--- src/rtl/countdown_display_driver.sv ---
// rtl/countdown_display_driver.sv - two-digit multiplexed 7-segment driver with blinking alarm and buzzer
module countdown_display_driver #(
  parameter int SCAN_DIV       = 50000,
  parameter int BLINK_DIV      = 12500000,
  parameter int TONE_DIV       = 12500,
  parameter int LZ_BLANK       = 1,
  parameter int SEG_ACTIVE_LOW = 1,
  parameter int DIG_ACTIVE_LOW = 1
) (
  input  logic       clock,
  input  logic       reset,
  input  logic [3:0] time_h,
  input  logic [3:0] time_l,
  input  logic       alarm,
  input  logic       mute,
  output logic [6:0] seg,
  output logic [1:0] digit_sel,
  output logic       buzzer,
  output logic [1:0] alarm_state
);

  localparam int SW = (SCAN_DIV  > 1) ? $clog2(SCAN_DIV)  : 1;
  localparam int BW = (BLINK_DIV > 1) ? $clog2(BLINK_DIV) : 1;
  localparam int TW = (TONE_DIV  > 1) ? $clog2(TONE_DIV)  : 1;
  localparam logic [SW-1:0] SCAN_LAST  = SW'(SCAN_DIV - 1);
  localparam logic [BW-1:0] BLINK_LAST = BW'(BLINK_DIV - 1);
  localparam logic [TW-1:0] TONE_LAST  = TW'(TONE_DIV - 1);
  localparam logic [6:0] SEG_OFF = (SEG_ACTIVE_LOW != 0) ? 7'h7F : 7'h00;
  localparam logic [1:0] DIG_OFF = (DIG_ACTIVE_LOW != 0) ? 2'b11 : 2'b00;

  typedef enum logic [1:0] {IDLE = 2'd0, ON = 2'd1, OFF = 2'd2, MUTED = 2'd3} state_t;

  state_t          state;
  logic [SW-1:0]   scan_cnt;
  logic [BW-1:0]   blink_cnt;
  logic [TW-1:0]   tone_cnt;
  logic            digit_idx;
  logic [3:0]      lat_h;
  logic [3:0]      lat_l;
  logic [3:0]      cur_digit;
  logic            lz_blank;
  logic            blank;

  function automatic logic [6:0] decode(input logic [3:0] d);
    case (d)
      4'd0:    decode = 7'h3F;
      4'd1:    decode = 7'h06;
      4'd2:    decode = 7'h5B;
      4'd3:    decode = 7'h4F;
      4'd4:    decode = 7'h66;
      4'd5:    decode = 7'h6D;
      4'd6:    decode = 7'h7D;
      4'd7:    decode = 7'h07;
      4'd8:    decode = 7'h7F;
      4'd9:    decode = 7'h6F;
      default: decode = 7'h40;
    endcase
  endfunction

  // Latches are refreshed only at frame start so both digits always come from one sample.
  always_ff @(posedge clock) begin
    if (reset) begin
      scan_cnt  <= '0;
      digit_idx <= 1'b0;
      lat_h     <= 4'd0;
      lat_l     <= 4'd0;
    end else if (scan_cnt == SCAN_LAST) begin
      scan_cnt  <= '0;
      digit_idx <= ~digit_idx;
      if (digit_idx) begin
        lat_h <= time_h;
        lat_l <= time_l;
      end
    end else begin
      scan_cnt <= scan_cnt + 1'b1;
    end
  end

  assign cur_digit = digit_idx ? lat_h : lat_l;
  assign lz_blank  = (LZ_BLANK != 0) && digit_idx && (lat_h == 4'd0) &&
                     (state != ON) && (state != MUTED);
  assign blank     = (state == OFF) || lz_blank;

  always_ff @(posedge clock) begin
    if (reset) begin
      seg       <= SEG_OFF;
      digit_sel <= DIG_OFF;
    end else if (blank) begin
      seg       <= SEG_OFF;
      digit_sel <= DIG_OFF;
    end else begin
      seg       <= decode(cur_digit) ^ SEG_OFF;
      digit_sel <= (digit_idx ? 2'b10 : 2'b01) ^ DIG_OFF;
    end
  end

  // Live alarm drop wins over mute and blink expiry in every state.
  always_ff @(posedge clock) begin
    if (reset || !alarm) begin
      state     <= IDLE;
      blink_cnt <= '0;
      tone_cnt  <= '0;
      buzzer    <= 1'b0;
    end else begin
      case (state)
        IDLE: begin
          state     <= mute ? MUTED : ON;
          blink_cnt <= '0;
          tone_cnt  <= '0;
          buzzer    <= 1'b0;
        end
        ON: begin
          if (mute) begin
            state  <= MUTED;
            buzzer <= 1'b0;
          end else if (blink_cnt == BLINK_LAST) begin
            state     <= OFF;
            blink_cnt <= '0;
            tone_cnt  <= '0;
            buzzer    <= 1'b0;
          end else begin
            blink_cnt <= blink_cnt + 1'b1;
            if (tone_cnt == TONE_LAST) begin
              tone_cnt <= '0;
              buzzer   <= ~buzzer;
            end else begin
              tone_cnt <= tone_cnt + 1'b1;
            end
          end
        end
        OFF: begin
          buzzer   <= 1'b0;
          tone_cnt <= '0;
          if (mute) begin
            state <= MUTED;
          end else if (blink_cnt == BLINK_LAST) begin
            state     <= ON;
            blink_cnt <= '0;
          end else begin
            blink_cnt <= blink_cnt + 1'b1;
          end
        end
        default: begin
          state  <= MUTED;
          buzzer <= 1'b0;
        end
      endcase
    end
  end

  assign alarm_state = state;

endmodule

--- config.mk ---
export PLATFORM = sky130hd
export DESIGN_NAME = countdown_display_driver
export DESIGN_NICKNAME = d
export VERILOG_FILES = /design/src/rtl/countdown_display_driver.sv
export SDC_FILE = /design/constraint.sdc
export NUM_CORES = 1
export LEC_CHECK = 0
export CORE_MARGIN = 2
export CORE_UTILIZATION = 40
export CTS_BUF_LIST = sky130_fd_sc_hd__clkbuf_8
export DETAILED_ROUTE_END_ITERATION = 8
export GPL_ROUTABILITY_DRIVEN = 0
export SYNTH_ARGS = -nofsm -noshare
export SYNTH_HDL_FRONTEND = slang
export SYNTH_SLANG_ARGS = --single-unit
--- constraint.sdc ---
create_clock -name clock -period 2.4 [get_ports clock]
set_input_delay 0.36 -clock clock [delete_from_list [all_inputs] [get_ports clock]]
set_output_delay 0.36 -clock clock [all_outputs]
set_load 0.005 [all_outputs]
* Word-level counts from Yosys, hierarchy flattened
Memories as Yosys holds them, arrays and structs flattened. Cells that the tools add are included.
Word-level totals: bits in registers 75, memories kept 1, memory bits (read-only) 112, output and inout bits 12, word-level logic and storage cells 66
Memories:
- (no name shown) | words 16, bits a word 7, read ports 1, clocked after Yosys merged registers in 0, write ports 0, line 45 | case (d)
Operators by class: muxes and demuxes 17, bitwise gates (word level) 5, add/subtract/negate cells 3, reductions and logical operators 19, eq/ne operators 11
Operator list (count):
- 24-bit two-way mux | 2
- 24-bit case mux with 2 select lines | 1
- 14-bit two-way mux | 3
- 14-bit case mux with 2 select lines | 1
- 24-bit by 1-bit adder with 24-bit output, second input constant | 1
- 24-bit equality test, second input constant | 1
- 16-bit by 1-bit adder with 16-bit output, second input constant | 1
- 16-bit equality test, second input constant | 1
- 14-bit by 1-bit adder with 14-bit output, second input constant | 1
- 14-bit equality test, second input constant | 1
- 7-bit two-way mux | 2
- 2-bit two-way mux | 6
- 2-bit AND reduction | 4
- 2-bit OR reduction | 4
- 7-bit NOT | 1
- 2-bit inequality test, second input constant | 3
- 2-bit case mux with 3 select lines | 1
- 4-bit logical NOT | 1
- 4-bit two-way mux | 1
- 2-bit nonzero test | 2
- 4-bit OR reduction | 1
- 1-bit logical AND | 3
- 3-bit by 2-bit inequality test with 1-bit output, second input constant | 1
- 3-bit inequality test, second input constant | 1
- other kinds (8) | 11

* Depth between registers and ports, before layout
word-level depth 8, gate-level depth with buffers 8

* Least setup slack after synthesis
Ideal clock, no wire load.
kind register to register, start point register state[0], in the netlist alarm_state[0], end point register blink_cnt[21], arrival 1.905 ns, path slack 0.421 ns, clock period less this slack 1.979 ns, stages on the path, launching flop included 9, data required time 2.326 ns, path through dfxtp_1 > inv_1 > ha_1 > nor2b_1 > nand2_1 > a21oi_1 > clkbuf_1 > a21bo_2 > a31oi_1
On the way: word-level cells in the longest chain between the ends 4, elaborated cells between the ends (all ways) 8, those cells by class eq/ne (3); mux (1); reduce/logical (4)
RTL lines:
- start: declaration | line 33 | state_t state;
- start signal: assignment | line 107 | state <= mute ? MUTED : ON;
- 2-bit equality test or 2-bit by 1-bit equality test with 1-bit output (tied branches) | line 105 | case (state)
- 2-bit OR reduction (no source line)
- 2-bit inequality test (no source line) or 2-bit nonzero test (tied branches)
- 2-bit AND reduction (no source line)
- end signal: assignment | line 122 | blink_cnt <= blink_cnt + 1'b1;
- end signal: assignment | line 140 | blink_cnt <= blink_cnt + 1'b1;
- end: declaration | line 35 | logic [BW-1:0] blink_cnt;
Several ways; a longest one is shown, not always the timed one. A chain may end at the register's enable or synchronous reset.

* Worst setup path in the final report
start point register state[0], in the netlist alarm_state[0], end point register blink_cnt[23]
The elaborated chain is that of the path after synthesis.

==> metrics.md <==
| Metric | Value |
|---|---|
| Status | finished, final reports clean |
| CTS Buffer Depth | 2 |
| Mean Syn Cell Area | 8.55 um2 |
| Post-Syn Area | 3710 um2 |
| Net Count, Synth | 458 |
| Max-Slew Margin vs Limit | 61.7% |
| Core box area | 9110 um2 |
| Leakage | 1.55 nW |
| Synth area leader | dfxtp_1 |
| Post-place instance area | between 4000 and 5000 um2 |
| Routed WL per cell | around 14 um |
| Clk pwr share | between 40% and 50% |
| Top cell type's share of synthesized area | ~40% |
| First-pass GRT wire length | 13800 um |
| FF+latch area | 1500 um2 |
| Critical Path End | blink_cnt[23]$_SDFFE_PP0P_ |
| Reg clk slew, reported paths | 80 ps |
| Detail Route Antenna Nets | 0 |
| Number of nets in the layout | 492 |
| Aggregate global-route resource usage | 16.9% |
| Slew @ Worst Pin | 574 ps |
| Fin crit period | about 2100 ps |
| CTS H-tree lvls | 3 |
| # port buffers | 23 |
| Synthesized flop and latch total | 75 |
| Num rows | 35 |
| Crit path max fanout | 7 |
| CP startpoint | alarm_state[0]$_SDFFE_PP0P_ |
| RSZ-0062 raised after global routing | false |
| Via count | 3129 |
| Num CTS Buffers | 9 |
| Max Fclk | 0.471 GHz |
| Netlist cell types | 50 |
| Largest net degree at the start of global routing | 21 |
| Initial Utilization | 40.7% |
| Drt first pass iters | 4 |
| EDFF count, synth | 0 |
| Die W | 100 um |
| Drt drc | 0 |
| Clock Skew | 10.6 ps |
| Post-CTS Setup Bufs | 0 |
| Hold Path Class | flop to flop |
| Fraction of layout instances using a drive strength above 1 | 9.11% |
| Antenna violations before repair | 0 |
| Total power draw | 0.00249 W |
| GR Overflow Total | 0 |
| CTS tree | built |
| Fin crit share | ~90% |
| Pins Over Slew Limit | 0 |
| Final setup viols | 0 |
| RR Endpoint | blink_cnt[23]$_SDFFE_PP0P_ |
| Register area share after synthesis | 40.5% |
| R2R depth | 7 |
| Switching share of power | 24.3% |
| Async S/R FF share, synth | 0% |
| Hold_sp | tone_cnt[13]$_SDFFE_PP0P_ |
| Reg2reg setup slack | 280 ps |
| Power Density | 574 nW/um2 |
| Endpoint class of the critical path | flop |
| Die Span Y | about 100 um |
| Clk sinks | 75 |
| Count of final hold-check violations | 0 |
| Crit Path Category | flop to flop |
| Multi-input gate area | 2090 um2 |
| R2R Path Start | alarm_state[0]$_SDFFE_PP0P_ |
| Detailed Route WL | between 7000 and 8000 um |
| # resized after CTS | 0 |
| Root Buffer | clkbuf_8 |
| Top FF cell, synth | dfxtp_1 |
| Hold buffers post-CTS | 0 |
| Core Util, Final | 47.6% |
| Slowest CP cell | dfxtp_1 |
| Max cap viols | 0 |
| # diodes | 0 |
| VDD IR max | 0.310 mV |
| Crit path cell chain | inv_1 > ha_1 > or2_2 > nand4b_1 > nor4_1 > xnor2_1 > nor2_1 |
| Setup TNS | 0 ps |
| DR vias/cell | around 5.4 |
| Combinational share of power | between 8 and 9% |
| Worst Setup Start Kind | flop |
| Sequential group share of total power | 51.3% |
| P&R area growth vs syn | 17.0% |
| Crit path DAT | 2360 ps |
| I/O pins | 24 |
| Die area | 10100 um2 |
| Post-Layout Inst Area | between 4000 and 5000 um2 |
| Post-detail-place hpwl | 5750 um |
| Vias in the first global route | 2951 |
| Iteration-0 DRC Markers | about 110 |
| Fillers | around 880 |
| Yosys warns | 0 |
| Pint | about 0.0019 W |
| CP peak stage delay | 420 ps |
| Clk_lat worst skew | between 300 and 400 ps |
| Switch Pwr | around 0.00060 W |
| Critical Path RT | 2640 ps |
| Cell count after synthesis | 434 |
| Largest cells by area after synthesis | dfxtp_1, nor2_1, xnor2_1 |
-- worst max-delay path, delay by kind of cell (launching register included) --
family        cells  cell delay, ps
buf+inv           1             130
fa+ha+maj         1             400
xor+xnor          1             160
simple gates      4             920
flops             1             420
-- routing by layer --
metal / global-route usage [%] / vias to the layer above / wire (um)
met3: 3.62 / 13 / 323
li1: - / 1614 / -
met1: 22.4 / 1439 / 3880
met2: 26.3 / 63 / 3560
met5: 0 / - / 0
met4: 7.48 / 0 / 168
-- sequential cells by signal, summed over array words and instances, names as in the netlist --
name         flops
seg              7
digit_idx        1
buzzer           1
digit_sel        2
lat_l            4
alarm_state      2
tone_cnt        14
lat_h            4
scan_cnt        16
blink_cnt       24
-- power by group through the flow --
stage | Sequential, W | Clock (W) | Combinational, W
floorplan | 0.00131 | 0 | 0.000115
global placement | 0.00130 | 0 | 0.000208
detailed placement | 0.00131 | 0 | 0.000209
CTS | 0.00128 | 0.00103 | 0.000210
global route | 0.00128 | 0.00109 | 0.000234
finish | 0.00128 | 0.00100 | 0.000209
-- metrics by stage --
stage          std cells  hold WS (ps)  worst slack, ps
3_3_place_gp         568           443              320
2_1_floorplan        434           430              421
5_1_grt              583           520              109
6_report             583           482              275
4_1_cts              583           486              268
3_5_place_dp         568           474              277
-- layout by cell type, fill, tap and decap left out, types with 3 or more instances in the layout --
cell,n
dfxtp_1,75
nor2_1,61
nand2_1,39
nand3_1,23
clkdlybuf4s50_1,23
xnor2_1,19
a21oi_1,17
a31oi_1,17
inv_1,16
buf_4,15
mux2i_1,14
nor4_1,13
o21ai_0,13
xor2_1,12
ha_1,12
nand4_1,11
clkbuf_8,11
and3_1,9
nor3_1,8
nand3b_1,7
nor4b_1,4
nand4b_1,4
mux2_2,3
nand2b_1,3
a211oi_1,3
nor2b_1,3
and2_1,3
-- cell type report --
| cell class | instances | share of cell area (%) |
|---|---|---|
| Timing Repair Buffer | 38 | 7.90 |
| Inverter | 16 | 1.38 |
| Sequential cell | 75 | 34.6 |
| Clock buffer | 11 | 3.49 |
| Multi-Input combinational cell | 328 | 48.3 |
| Clock inverter | 4 | 1.15 |
| Tap cell | 111 | 3.20 |
-- Yosys cell counts (3+ instances only) --
| library cell | instances |
|---|---|
| nand2_1 | 39 |
| xor2_1 | 12 |
| ha_1 | 12 |
| a21oi_1 | 17 |
| buf_2 | 3 |
| inv_1 | 16 |
| a31oi_1 | 17 |
| nand4b_1 | 4 |
| nor4_1 | 13 |
| nand3_1 | 23 |
| xnor2_1 | 19 |
| nand3b_1 | 7 |
| nand2b_1 | 3 |
| mux2_2 | 3 |
| nor3_1 | 8 |
| nand4_1 | 11 |
| clkbuf_1 | 12 |
| and2_1 | 3 |
| dfxtp_1 | 75 |
| a211oi_1 | 3 |
| and3_1 | 9 |
| nor2_1 | 61 |
| nor2b_1 | 3 |
| mux2i_1 | 14 |
| o21ai_0 | 13 |
| nor4b_1 | 4 |
-- logic make-up after synthesis --
family | after synthesis | synth area share, %
AOI/OAI and AO/OA | 64 | 10.7
xor gates and xnor gates | 31 | 7.32
adders and majority gates | 12 | 4.05
buffers and inverters | 31 | 3.24
DFF | 75 | 40.5
muxes | 17 | 4.69
and+or+nand+nor | 204 | 29.5
-- worst min-delay path by stage --
stage / endpoint / depth (start not counted)
final: tone_cnt[13]$_SDFFE_PP0P_ / 1
after global routing: tone_cnt[13]$_SDFFE_PP0P_ / 1
after CTS: tone_cnt[13]$_SDFFE_PP0P_ / 1
after detailed placement: tone_cnt[13]$_SDFFE_PP0P_ / 1
after global placement: scan_cnt[0]$_SDFF_PP0_ / 1
after floorplan: scan_cnt[0]$_SDFF_PP0_ / 1
No activity file was read; power rests on OpenSTA's default activity.
